### config.mk
export PLATFORM = sky130hd
export DESIGN_NAME = axi_lite_register_slice
export DESIGN_NICKNAME = d
export VERILOG_FILES = /design/src/rtl/axi_lite_register_slice.sv
export SDC_FILE = /design/constraint.sdc
export NUM_CORES = 1
export LEC_CHECK = 0
export ABC_AREA = 1
export BUFFER_PORTS_ARGS = -buffer_cell sky130_fd_sc_hd__buf_2
export CAP_MARGIN = 0
export CORE_UTILIZATION = 55
export CTS_CLUSTER_DIAMETER = 50
export DETAILED_ROUTE_END_ITERATION = 16
export PLACE_DENSITY = 0.8
export SLEW_MARGIN = 10
export SYNTH_ARGS = -nofsm -noshare
export SYNTH_HDL_FRONTEND = slang
export SYNTH_SLANG_ARGS = --single-unit
export TNS_END_PERCENT = 100
### constraint.sdc
create_clock -name aclk -period 2.2 [get_ports aclk]
set_input_delay 0.33 -clock aclk [delete_from_list [all_inputs] [get_ports aclk]]
set_output_delay 0.33 -clock aclk [all_outputs]
set_load 0.005 [all_outputs]
### src/rtl/axi_lite_register_slice.sv
// AXI4-Lite register slice: every channel passes through its own two-entry skid buffer.
// One cycle of latency per channel, full throughput, and every output comes straight from a flop.
module axi_lite_register_slice #(
  parameter int C_AXI_ADDR_WIDTH = 32,
  parameter int C_AXI_DATA_WIDTH = 32
) (
  input  logic                          aclk,
  input  logic                          areset,
  input  logic [C_AXI_ADDR_WIDTH-1:0]   s_axi_awaddr,
  input  logic [2:0]                    s_axi_awprot,
  input  logic                          s_axi_awvalid,
  output logic                          s_axi_awready,
  input  logic [C_AXI_DATA_WIDTH-1:0]   s_axi_wdata,
  input  logic [C_AXI_DATA_WIDTH/8-1:0] s_axi_wstrb,
  input  logic                          s_axi_wvalid,
  output logic                          s_axi_wready,
  output logic [1:0]                    s_axi_bresp,
  output logic                          s_axi_bvalid,
  input  logic                          s_axi_bready,
  input  logic [C_AXI_ADDR_WIDTH-1:0]   s_axi_araddr,
  input  logic [2:0]                    s_axi_arprot,
  input  logic                          s_axi_arvalid,
  output logic                          s_axi_arready,
  output logic [C_AXI_DATA_WIDTH-1:0]   s_axi_rdata,
  output logic [1:0]                    s_axi_rresp,
  output logic                          s_axi_rvalid,
  input  logic                          s_axi_rready,
  output logic [C_AXI_ADDR_WIDTH-1:0]   m_axi_awaddr,
  output logic [2:0]                    m_axi_awprot,
  output logic                          m_axi_awvalid,
  input  logic                          m_axi_awready,
  output logic [C_AXI_DATA_WIDTH-1:0]   m_axi_wdata,
  output logic [C_AXI_DATA_WIDTH/8-1:0] m_axi_wstrb,
  output logic                          m_axi_wvalid,
  input  logic                          m_axi_wready,
  input  logic [1:0]                    m_axi_bresp,
  input  logic                          m_axi_bvalid,
  output logic                          m_axi_bready,
  output logic [C_AXI_ADDR_WIDTH-1:0]   m_axi_araddr,
  output logic [2:0]                    m_axi_arprot,
  output logic                          m_axi_arvalid,
  input  logic                          m_axi_arready,
  input  logic [C_AXI_DATA_WIDTH-1:0]   m_axi_rdata,
  input  logic [1:0]                    m_axi_rresp,
  input  logic                          m_axi_rvalid,
  output logic                          m_axi_rready
);

  localparam int AW_W = C_AXI_ADDR_WIDTH + 3;
  localparam int W_W  = C_AXI_DATA_WIDTH + C_AXI_DATA_WIDTH / 8;
  localparam int R_W  = C_AXI_DATA_WIDTH + 2;

  axi_lite_register_slice_skid #(.W(AW_W)) u_aw (
    .clk       (aclk),
    .rst       (areset),
    .in_data   ({s_axi_awaddr, s_axi_awprot}),
    .in_valid  (s_axi_awvalid),
    .in_ready  (s_axi_awready),
    .out_data  ({m_axi_awaddr, m_axi_awprot}),
    .out_valid (m_axi_awvalid),
    .out_ready (m_axi_awready)
  );

  axi_lite_register_slice_skid #(.W(W_W)) u_w (
    .clk       (aclk),
    .rst       (areset),
    .in_data   ({s_axi_wdata, s_axi_wstrb}),
    .in_valid  (s_axi_wvalid),
    .in_ready  (s_axi_wready),
    .out_data  ({m_axi_wdata, m_axi_wstrb}),
    .out_valid (m_axi_wvalid),
    .out_ready (m_axi_wready)
  );

  axi_lite_register_slice_skid #(.W(2)) u_b (
    .clk       (aclk),
    .rst       (areset),
    .in_data   (m_axi_bresp),
    .in_valid  (m_axi_bvalid),
    .in_ready  (m_axi_bready),
    .out_data  (s_axi_bresp),
    .out_valid (s_axi_bvalid),
    .out_ready (s_axi_bready)
  );

  axi_lite_register_slice_skid #(.W(AW_W)) u_ar (
    .clk       (aclk),
    .rst       (areset),
    .in_data   ({s_axi_araddr, s_axi_arprot}),
    .in_valid  (s_axi_arvalid),
    .in_ready  (s_axi_arready),
    .out_data  ({m_axi_araddr, m_axi_arprot}),
    .out_valid (m_axi_arvalid),
    .out_ready (m_axi_arready)
  );

  axi_lite_register_slice_skid #(.W(R_W)) u_r (
    .clk       (aclk),
    .rst       (areset),
    .in_data   ({m_axi_rdata, m_axi_rresp}),
    .in_valid  (m_axi_rvalid),
    .in_ready  (m_axi_rready),
    .out_data  ({s_axi_rdata, s_axi_rresp}),
    .out_valid (s_axi_rvalid),
    .out_ready (s_axi_rready)
  );

endmodule

// Two-entry skid buffer: a main register drives the output, and a skid register catches the
// single beat that lands while the sink stalls. Ready is registered, so no input reaches an output.
module axi_lite_register_slice_skid #(
  parameter int W = 8
) (
  input  logic         clk,
  input  logic         rst,
  input  logic [W-1:0] in_data,
  input  logic         in_valid,
  output logic         in_ready,
  output logic [W-1:0] out_data,
  output logic         out_valid,
  input  logic         out_ready
);

  logic [W-1:0] skid_data;
  logic         skid_valid;
  logic         acc;
  logic         pop;

  assign acc = in_valid & in_ready;
  assign pop = out_valid & out_ready;

  always_ff @(posedge clk) begin
    if (rst) begin
      out_data   <= '0;
      out_valid  <= 1'b0;
      skid_data  <= '0;
      skid_valid <= 1'b0;
      in_ready   <= 1'b0;
    end else begin
      in_ready <= 1'b1;
      if (skid_valid) begin
        // FULL: in_ready is low, so the only possible event is a pop.
        if (pop) begin
          out_data   <= skid_data;
          skid_valid <= 1'b0;
        end else begin
          in_ready <= 1'b0;
        end
      end else if (out_valid) begin
        if (acc && pop) begin
          out_data <= in_data;
        end else if (acc) begin
          skid_data  <= in_data;
          skid_valid <= 1'b1;
          in_ready   <= 1'b0;
        end else if (pop) begin
          out_valid <= 1'b0;
        end
      end else if (acc) begin
        out_data  <= in_data;
        out_valid <= 1'b1;
      end
    end
  end

endmodule

Word-level counts from Yosys, hierarchy flattened
Index checks and enable logic that the tools add are counted.

Equal/unequal tests: 10. Mux-type cells: 90. Bitwise gates (word level): 20. Reductions and logical operators: 20.

Operators by type and width (count): 2-to-1 mux 35 bit (10); 2-to-1 mux 36 bit (5); 2-to-1 mux 34 bit (5); 2-to-1 mux 1 bit (65); AND reduction 4 bit (5); != test 3 bit, second input constant (5); AND reduction 3 bit (5); nonzero test 3 bit (5); AND 1 bit (10); 2-to-1 mux 2 bit (5); != test 2 bit, second input constant (5); NOT 1 bit (10); logical AND 1 bit (5).

Register bits: 299. Bits of input ports: 154.

Logic depth before layout (Yosys ltp)
Gate-level depths: netlist (run 1).

Depth in word-level cells: 5. Depth in mapped cells: 8. Gate-level depth less buffers: 6.

Hierarchy
Synthesis (run 1) repeated with hierarchy kept, for this count alone.

Cell total of the unflattened synthesis: 2074. Area, all modules: 13549.2 µm².

Modules (own cells, without submodules): axi_lite_register_slice_skid (u_ar ...) (instances 2, cells each 506, area each 3321.9 µm², seq. area each 1461.4 µm²); axi_lite_register_slice_skid (u_w) (instances 1, cells each 522, area each 3387.0 µm², seq. area each 1501.4 µm²); axi_lite_register_slice_skid (u_r) (instances 1, cells each 493, area each 3206.8 µm², seq. area each 1421.4 µm²); axi_lite_register_slice_skid (u_b) (instances 1, cells each 47, area each 311.5 µm², seq. area each 140.1 µm²).

Worst setup path before layout (run 1)
OpenSTA, ideal clock, no wires.

Path type: register to register. Start: reg u_r.out_valid. End: reg u_r.out_data[23]. Setup time: 0.115 ns. Data arrival time: 1.063 ns. Slack: 1.022 ns. Cell stages (with the launch flop): 8. Buffers on the path: 2. Clock period less this slack: 1.178 ns. Cell sequence: dfxtp_1 > inv_2 > nor2_4 > inv_2 > buf_6 > buf_6 > a21oi_1 > nor2_1.

Longest elaborated chain between the ends: 4. Elaborated cells on any way between the ends: 8. Classes of those cells: eq/ne: 2; mux: 2; bitwise: 1; reduce/logical: 3.

Ends and longest elaborated chain: from (decl) (line 121) `output logic out_valid,`; from (signal assigned) (line 136) `out_valid <= 1'b0;`; from (signal assigned) (line 158) `out_valid <= 1'b0;`; from (signal assigned) (line 162) `out_valid <= 1'b1;`; AND 1 bit (line 131) `assign pop = out_valid & out_ready;`; logical AND 1 bit (line 151) `if (acc && pop) begin`; != test 3 bit (no line); AND reduction 3 bit (no line); to (signal assigned) (line 145) `out_data <= skid_data;`; to (signal assigned) (line 152) `out_data <= in_data;`; to (signal assigned) (line 161) `out_data <= in_data;`; to (decl) (line 120) `output logic [W-1:0] out_data,`.

Parallel ways exist; a longest one is shown, timed or not. A chain may end at the register's enable or synchronous reset.

Worst setup path in the final report (run 1)
Start: reg u_r.skid_valid. End: reg u_r.skid_data[18].

Longest elaborated chain between the ends: 2.

Ends and longest elaborated chain: from (decl) (line 126) `logic skid_valid;`; from (signal assigned) (line 138) `skid_valid <= 1'b0;`; from (signal assigned) (line 146) `skid_valid <= 1'b0;`; from (signal assigned) (line 155) `skid_valid <= 1'b1;`; NOT 1 bit (no line); AND reduction 4 bit (no line); to (signal assigned) (line 154) `skid_data <= in_data;`; to (decl) (line 125) `logic [W-1:0] skid_data;`.

Every way passes these cells.

==> out/metrics.cfg, run 1 <==
[final_layout]
syn2layout_area_growth_pct = 17.93
final_core_utilization_pct = 66.47
nNetsFinal = 2612
finalNonFillerCells = 2817
drive_gt1_share_pct = 17.05
layout_common_cells = nor2_1 (571), nand2_1 (464), buf_2 (304)
mostFrequentLayoutCell = nor2_1

[sta]
finalSetupViolCount = 0
tightestPinTransition_ps = 968.3
fin_setup_tns_ps = 0
finalMaxSlewViolations = 0
fin_crit_sh_pct = 75.36
rsz0062_at_grt = no
period_minus_slack_ps = 1658
clock_skew_ps = 14.18
hold_viol_final = 0
max_freq_mhz = 603.1
slew_headroom_pct = 35.44

[cts]
clk_latency_ps = 500
clkTransAtPathRegs_ps = 60
cts_sinks = 299
cts_tree = done
root_buffer = clkbuf_16
cts_max_level = 2
cts_resized = 0
cts_setup_buffers = 0
cts_buffer_depth = 3
cts_buffers = 35
cts_hold_buf = 0

[routing]
top_layer = met5
dr.pass1.iters = 6
wl_met2_um = 16010
wl_met3_um = 2634
drt_iter0_markers = 1346
drt-total-wl_um = 34750
vias_per_cell = 4.952
ant_nets = 0
drc = 0
wl_per_cell_um = 12.34
wl_met1_um = 14990
vias = 13950

[power_and_ir_drop]
leakage_nw = 9.243
ir_drop_mv = 0.5525
powerDensity_nw_per_um2 = 769.1

[critical_path]
criticalPathCategory = reg2reg
startpoint = u_r.skid_valid
end_kind = flip-flop
crit_end = u_r.skid_data[18]
worst_setup_path_start_kind = flip-flop
critPathMaxFanout = 37
r2r_setup_slack_ps = 540
rr_worst_depth = 5
worstReg2RegStart = u_r.skid_valid
worstPathArrival_ps = 2040
rr_endpoint = u_r.skid_data[18]
cp.required_ps = 2580

[placed_design]
dp.cells = 2751
hpwl_um = 22100
io_buffer_count = 305
routabilityCongestion = 0.8465

[die]
rows = 58
start_util_pct = 56.36
core-area_um2 = 25250
die_y_um = 162.9
die_w_um = 162.9
io_pins = 306
die_area_um2 = 26530

[logic_synthesis]
synth_compound_area_share_pct = 10.50
syn_avg_cell_area_um2 = 6.363
synthXorXnorAreaFrac_pct = 0
synthTopCellsByArea = dfxtp_1 (42%), nor2_1 (15%), nand2_1 (12%), inv_1 (7.7%), a21oi_1 (7.4%)
synthArstFlopShare_pct = 0
synth_mux_area_share_pct = 0
synth-adder-area-share_pct = 0
ys_types = 22
synth_top_area_cell = dfxtp_1
netlist_area_um2 = 14230
seq_area_frac_synth_pct = 42.05
yosysWarnings = 0
synth_top_family_by_area = simple AND/OR/NAND/NOR gates
synth_cells = 2237
synth_fp_nets = 2391
synthSimpleGateAreaFrac_pct = 33.46
ys_ff_latch = 299
synth_enable_flop_cells = 0
synth-main-ff-cell = dfxtp_1
synth_top_area_share_pct = 42.05

[grt]
overflow = 0
grt_max_degree = 85
grt_pass1_wl_um = 56580
grt_pass1_vias = 12110
track_usage_pct = 25.53
antenna_found_initial = 7

[run_status]
status = completed

[job]
max-cap-violations = 0

[hold_path]
hold_start = s_axi_araddr[8]
min_path_type = in2reg

==> layer usage <==
| layer | track usage, % | vias to the layer above |
|---|---|---|
| met2 | 41.22 | 445 |
| met1 | 32.77 | 6193 |
| met4 | 10.07 | 4 |
| li1 | - | 7223 |
| met5 | 0 | - |
| met3 | 6.061 | 84 |
==> sequential cells by signal, indices dropped and copies added (netlist names), 2 cells and up <==
register,count
u_ar.out_data,35
u_w.out_data,36
u_aw.skid_data,35
u_r.skid_data,34
u_ar.skid_data,35
u_b.out_data,2
u_b.skid_data,2
u_w.skid_data,36
u_r.out_data,34
u_aw.out_data,35
==> critical path, stage by stage (launching register included) <==
cell	delay, ps
dfxtp_2	560
nor2_2	100
nand2_4	290
inv_2	320
nor2_1	200
nor2_1	60
==> stage by stage <==
step / total power [mW] / setup slack, ps / hold WS [ps] / instance area (µm²)
3_5_place_dp: 7.342 / 521.3 / 455.1 / 15620
3_3_place_gp: 7.304 / 567.6 / 448.2 / 15620
6_report: 12.91 / 542.0 / 81.37 / 16790
2_1_floorplan: 6.791 / 1022 / 439.3 / 14230
5_1_grt: 13.49 / 352.5 / 70.95 / 16780
4_1_cts: 13.02 / 533.4 / 66.22 / 16770
==> final cells by class <==
| class | count | area [µm²] |
|---|---|---|
| Antenna cell | 6 | 15.01 |
| Clock buffer | 52 | 1072 |
| Clock inverter | 8 | 77.57 |
| Fill cell | 2233 | 8468 |
| Inverter | 304 | 1146 |
| Multi-Input combinational cell | 1487 | 6260 |
| Sequential cell | 299 | 5991 |
| Tap cell | 330 | 412.9 |
| Timing Repair Buffer | 331 | 1812 |
==> worst min-delay path by stage <==
stage               cells after the start            endpoint
floorplan                               2    u_b.skid_data[0]
global placement                        2    u_b.skid_data[1]
detailed placement                      2   u_w.skid_data[28]
CTS                                     3    u_w.skid_data[4]
global route                            3   u_w.skid_data[35]
finish                                  3  u_ar.skid_data[11]
==> report_power, final <==
group	leakage (nW)	switching [mW]	internal, mW
combinational	6.24	0.833	0.585
sequential	2.44	0.148	5.67
clock	0.562	2.19	3.48
==> Yosys cell counts, types with 10 or more instances <==
master and instances:
inv_1 293, inv_2 10, nor2_1 571, buf_4 22, buf_2 70, o21ai_1 19, buf_1 10, buf_6 17
o21ai_0 54, clkbuf_1 28, a21oi_1 210, dfxtp_1 299, nand2_1 465, nand3_1 145
==> logic make-up (layout without fill, tap and decap cells) <==
| family | count (synthesis) | count (layout) |
|---|---|---|
| simple gates | 1195 | 1195 |
| buf+inv | 451 | 695 |
| flops | 299 | 299 |
| compound gates | 292 | 292 |
| other cells | 0 | 6 |
(Power assumes the default switching activity.)
==> run 2, diff against run 1 <==
--- a/config.mk
+++ b/config.mk
@@ -8,10 +8,10 @@
 export ABC_AREA = 1
 export BUFFER_PORTS_ARGS = -buffer_cell sky130_fd_sc_hd__buf_2
 export CAP_MARGIN = 0
-export CORE_UTILIZATION = 55
+export CORE_UTILIZATION = 50
 export CTS_CLUSTER_DIAMETER = 50
 export DETAILED_ROUTE_END_ITERATION = 16
-export PLACE_DENSITY = 0.8
+export PLACE_DENSITY = 0.77
 export SLEW_MARGIN = 10
 export SYNTH_ARGS = -nofsm -noshare
 export SYNTH_HDL_FRONTEND = slang
==> constraint.sdc (replaced) <==
create_clock -name aclk -period 1.5 [get_ports aclk]
set_input_delay 0.225 -clock aclk [delete_from_list [all_inputs] [get_ports aclk]]
set_output_delay 0.225 -clock aclk [all_outputs]
set_load 0.005 [all_outputs]
==> out/metrics.cfg, run 2 (synthesis gave the netlist of run 1 again) <==
[routing]
drt_iter0_markers = 894
top_layer = met4
vias_per_cell = 4.858
wl_per_cell_um = 12.63
drt-total-wl_um = 38100
wl_met2_um = 18320
wl_met1_um = 15880
vias = 14650
drc = 0
wl_met3_um = 2751
ant_nets = 0
dr.pass1.iters = 8

[critical_path]
cp.required_ps = 1930
criticalPathCategory = reg2reg
r2r_setup_slack_ps = 110
rr_worst_depth = 6
end_kind = flip-flop
critPathMaxFanout = 23
worst_setup_path_start_kind = flip-flop
startpoint = u_aw.skid_valid
rr_endpoint = u_aw.skid_data[4]
worstPathArrival_ps = 1820
worstReg2RegStart = u_aw.skid_valid

[die]
die_area_um2 = 29150
die_w_um = 170.7
rows = 61
start_util_pct = 51.09
die_y_um = 170.7
io_pins = 306
core-area_um2 = 27860

[final_layout]
finalNonFillerCells = 3016
mostFrequentLayoutCell = nor2_1
nFillCells = 2326
layout_common_cells = nor2_1 (571), nand2_1 (464), buf_2 (305)
nNetsFinal = 2760
drive_gt1_share_pct = 17.05
syn2layout_area_growth_pct = 30.41
top_regs = u_w.out_data x36, u_w.skid_data x36

[cts]
clk_latency_ps = 510
cts_buffer_depth = 3
root_buffer = clkbuf_16
clkTransAtPathRegs_ps = 60
cts_tree = done
cts_max_level = 2
cts_buffers = 36
cts_sinks = 299

[run_status]
status = completed

[grt]
overflow = 0
grt_pass1_vias = 13190
track_usage_pct = 25.36
grt_pass1_wl_um = 61310
grt_max_degree = 85
antenna_found_initial = 4

[hold_path]
hold_start = m_axi_rresp[1]
worst_hold_path.endpoint = u_r.skid_data[1]
min_path_type = in2reg
whs_path_depth = 3

[sta]
clock_skew_ps = 14.72
slew_headroom_pct = 71.68
hold_viol_final = 0
period_minus_slack_ps = 1388
whs_ps = 16.13
rsz0062_at_grt = no
finalWorstSetupSlack_ps = 111.6
fin_setup_tns_ps = 0
fin_crit_sh_pct = 92.56
finalSetupViolCount = 0
max_freq_mhz = 720.2
tightestPinTransition_ps = 424.4
finalMaxSlewViolations = 0

[power_and_ir_drop]
seqPwrFrac_pct = 42.2
intPower_mw = 15.30
leakage_nw = 9.994
combPwrFrac_pct = 12.2
p_sw_mw = 4.908
switching_share_pct = 24.29
powerDensity_nw_per_um2 = 1089
clkPwrFrac_pct = 45.6
ir_drop_mv = 0.7493

[placed_design]
dp.cells = 2821
hpwl_um = 23510
io_buffer_count = 305
routabilityCongestion = 0.8366
place_ws_ps = 50.98

[job]
max-cap-violations = 0

run 2: changes by cell type in the layout (fill, tap and decap cells not counted), moves of 2 or more:
cell	delta
dlygate4sd3_1	+125
buf_12	+14
buf_4	+7
bufinv_16	+4
clkbuf_1	+2
clkinvlp_4	-2
diode_2	-2
inv_6	+2
run 2: through the flow:
step	instance area, µm²	utilization, %	total power, mW
global placement	16020	57.50	10.81
floorplan	14230	-	9.960
finish	18560	66.63	20.21
global route	18560	66.63	21.04
detailed placement	16020	57.50	10.86
CTS	18550	66.58	20.31
run 2: final cells by class:
type / instances / area [µm²] / area share, %
diodes: 4 / 10.01 / 0.05393
clock buffers: 54 / 1080 / 5.817
clock inverters: 12 / 196.4 / 1.058
inverters: 304 / 1146 / 6.175
multi-input cells: 1487 / 6265 / 33.75
flip-flops and latches: 299 / 5991 / 32.27
well taps: 378 / 473.0 / 2.548
repair buffers: 478 / 3401 / 18.32
run 2: timing repair:
| action | in CTS | in global routing |
|---|---|---|
| setup buffers | 0 | 0 |
| hold buffers | 125 | 0 |
| endpoints found under the hold margin | 125 | 0 |
| setup endpoints to repair | 0 | 8 |
| gates resized for setup | 0 | 1 |
run 2: worst max path at each step:
stage / endpoint / slack, ps / depth (start not counted)
global placement: u_aw.out_data[32] / 130 / 7
finish: u_aw.skid_data[4] / 110 / 6
detailed placement: u_aw.out_data[32] / 50 / 7
global route: u_w.skid_data[26] / 3 / 6
floorplan: u_r.out_data[23] / 320 / 7
CTS: u_aw.out_data[29] / 40 / 7
run 2: per-layer routing:
metal / GRT usage (%) / vias up
li1: - / 7514
met1: 30.26 / 6555
met2: 43.87 / 480
met3: 5.945 / 104
met4: 9.871 / 0
met5: 0 / -
run 2: critical path: stages, from the launching register on:
cell and delay [ps]:
dfxtp_2 370, inv_1 80, nand3_2 150, nor2_8 260, buf_12 210, nand2_1 100, a21oi_1 120
run 2: power groups by stage:
stage | clock [mW] | sequential [mW] | combinational (mW)
2_1_floorplan | 0 | 8.69 | 1.28
3_3_place_gp | 0 | 8.68 | 2.13
3_5_place_dp | 0 | 8.69 | 2.17
4_1_cts | 9.35 | 8.52 | 2.44
5_1_grt | 9.70 | 8.56 | 2.78
6_report | 9.21 | 8.53 | 2.46
==> run 3, diff against run 2 <==
--- a/config.mk
+++ b/config.mk
@@ -5,7 +5,7 @@
 export SDC_FILE = /design/constraint.sdc
 export NUM_CORES = 1
 export LEC_CHECK = 0
-export ABC_AREA = 1
+export ABC_AREA = 0
 export BUFFER_PORTS_ARGS = -buffer_cell sky130_fd_sc_hd__buf_2
 export CAP_MARGIN = 0
 export CORE_UTILIZATION = 50
==> constraint.sdc (replaced) <==
create_clock -name aclk -period 1.5 [get_ports aclk]
set_input_delay 0.075 -clock aclk [delete_from_list [all_inputs] [get_ports aclk]]
set_output_delay 0.075 -clock aclk [all_outputs]
set_load 0.005 [all_outputs]
==> out/metrics.cfg, run 3 <==
[critical_path]
end_kind = flip-flop
slowest_stage = or4_1
criticalPathCategory = reg2reg
cpPeakStageDelay_ps = 430
critPathMaxFanout = 6
worstPathArrival_ps = 2110
r2r_setup_slack_ps = -180
path_cells = buf_6 -> nor2b_4 -> clkbuf_16 -> buf_4 -> or4_1 -> a21oi_1
rr_worst_depth = 6
cp.required_ps = 1920
worst_setup_path_start_kind = flip-flop

[sta]
finalMaxSlewViolations = 0
max_freq_mhz = 594.4
fin_crit_sh_pct = 112.2
tightestPinTransition_ps = 811.3
finalWorstSetupSlack_ps = -182.3
fin_setup_tns_ps = -1388
rsz0062_at_grt = yes
hold_viol_final = 0
slew_headroom_pct = 45.92
clock_skew_ps = 22.44
finalSetupViolCount = 47
whs_ps = 54.35
period_minus_slack_ps = 1682

[routing]
vias_per_cell = 6.254
drt_iter0_markers = 1458
vias = 15070
wl_per_cell_um = 20.48
dr.pass1.iters = 6
ant_nets = 0
drc = 0
drt-total-wl_um = 49350

[power_and_ir_drop]
leakage_nw = 7.919
ir_drop_mv = 0.9312
powerDensity_nw_per_um2 = 1003

[hold_path]
whs_path_depth = 4
min_path_type = in2reg

[final_layout]
ff_latch_area_um2 = 6020
mostFrequentLayoutCell = buf_2
syn2layout_area_growth_pct = 44.59
design_area_um2 = 20430
final_core_utilization_pct = 73.53
drive_gt1_share_pct = 33.33
multi_input_area_um2 = 7649
top_regs = u_w.out_data x36, u_w.skid_data x36
nFillCells = 1815
finalNonFillerCells = 2410
layout_common_cells = buf_2 (304), dfxtp_1 (286), a21oi_1 (178)
nNetsFinal = 2156

[logic_synthesis]
netlist_area_um2 = 14130
seq_area_frac_synth_pct = 42.37
synth_cells = 1547
synthMostInstantiatedCell = dfxtp_1
synthArstFlopShare_pct = 0
synth_enable_flop_cells = 0
synth_top_area_share_pct = 42.37
synth_top_area_cell = dfxtp_1
ys_ff_latch = 299
synthTopCellsByCount = dfxtp_1 (299), a21oi_1 (213), mux2i_1 (177), o31ai_1 (142), or4_1 (142)
synth-main-ff-cell = dfxtp_1
syn_avg_cell_area_um2 = 9.133
synth_fp_nets = 1701
synthTopCellsByArea = dfxtp_1 (42%), mux2i_1 (13%), a21oi_1 (7.5%), o31ai_1 (7.5%), or4_1 (7.5%)
yosysWarnings = 0
ys_types = 31

[die]
rows = 61
core-area_um2 = 27780
die_w_um = 170.1
die_area_um2 = 28930
io_pins = 306
start_util_pct = 50.86
die_y_um = 170.1

[cts]
cts_buffers = 38
clkTransAtPathRegs_ps = 60
root_buffer = clkbuf_16
cts_sinks = 299
cts_buffer_depth = 3
clk_latency_ps = 520
cts_tree = done
cts_max_level = 2

[placed_design]
io_buffer_count = 305
dp.cells = 2121
routabilityCongestion = 0.7961
hpwl_um = 23500
place_area_um2 = 16280

[grt]
antenna_found_initial = 5
track_usage_pct = 28.89
grt_pass1_wl_um = 68970
overflow = 0
grt_pass1_vias = 14060
grt_max_degree = 139

[run_status]
status = complete, but fails checks
violations = negative setup slack

[job]
max-cap-violations = 0

[run 3: cell count changes after synthesis, sizes merged, moves of 88 or more]
cell,change
o31ai,+142
nand3,-88
nor2,-567
mux2i,+177
inv,-300
nand2,-355
or4,+142
[run 3: worst paths after layout]
path / to / startpoint
setup / recovery: u_ar.out_data[6] / u_ar.out_valid
hold / removal: u_w.in_ready / s_axi_wvalid
setup reg to reg: u_ar.out_data[6] / u_ar.out_valid
hold reg to reg: u_ar.skid_data[20] / u_ar.skid_data[20]
[run 3: where the power goes]
part	total, mW	switching, mW	internal, mW
sequential	8.42	0.199	8.22
clock	9.07	3.60	5.47
combinational	2.99	1.52	1.47
total	20.5	5.32	15.2
[run 3: kinds of logic (layout without fill, tap and decap cells)]
| family | Yosys count | count (layout) | share of synthesized area [%] |
|---|---|---|---|
| flip-flops | 299 | 299 | 42.37 |
| other | 0 | 4 | 0 |
| buffers and inverters | 197 | 672 | 7.040 |
| AO/OA/AOI/OAI | 473 | 474 | 21.55 |
| AND/OR/NAND/NOR | 401 | 406 | 16.51 |
| multiplexers | 177 | 177 | 12.54 |
[run 3: critical path: cells and delay by family (launching register included)]
family                 cells  cell delay (ps)
AND/OR/NAND/NOR            2              590
flip-flops                 1              340
buffers and inverters      3              420
AO/OA/AOI/OAI              1              240
[run 3: area by class of cell]
type                            instances  area share [%]
Multi-Input combinational cell       1057           37.44
Antenna cell                            4         0.04900
Tap cell                              378           2.315
Timing Repair Buffer                  603           24.56
Inverter                                3         0.06737
Clock buffer                           55           5.574
Clock inverter                         11          0.5267
Sequential cell                       299           29.47
[run 3: metrics by stage]
step	worst slack, ps	power (mW)
after global placement	-263.0	10.66
after floorplan	61.92	9.747
final	-182.3	20.49
after CTS	-55.73	20.06
after global routing	-206.8	21.14
after detailed placement	-332.5	10.71
[run 3: metal layers]
| layer | global-route usage [%] | vias to the layer above | share of wire (%) | wire [µm] |
|---|---|---|---|---|
| met5 | 0 | - | 0.059 | 29 |
| met4 | 17.98 | 4 | 5.7 | 2802 |
| met3 | 5.907 | 267 | 8.8 | 4325 |
| met2 | 49.11 | 931 | 48 | 23800 |
| met1 | 33.24 | 7128 | 37 | 18400 |
| li1 | - | 6743 | - | - |
[run 3: timing repair]
item	in CTS	in global routing
hold endpoints to repair	273	0
gates resized for setup	26	141
buffers inserted	5	28
pin swaps	25	39
setup endpoints to repair	76	154
gates cloned	7	19
hold buffers	160	0
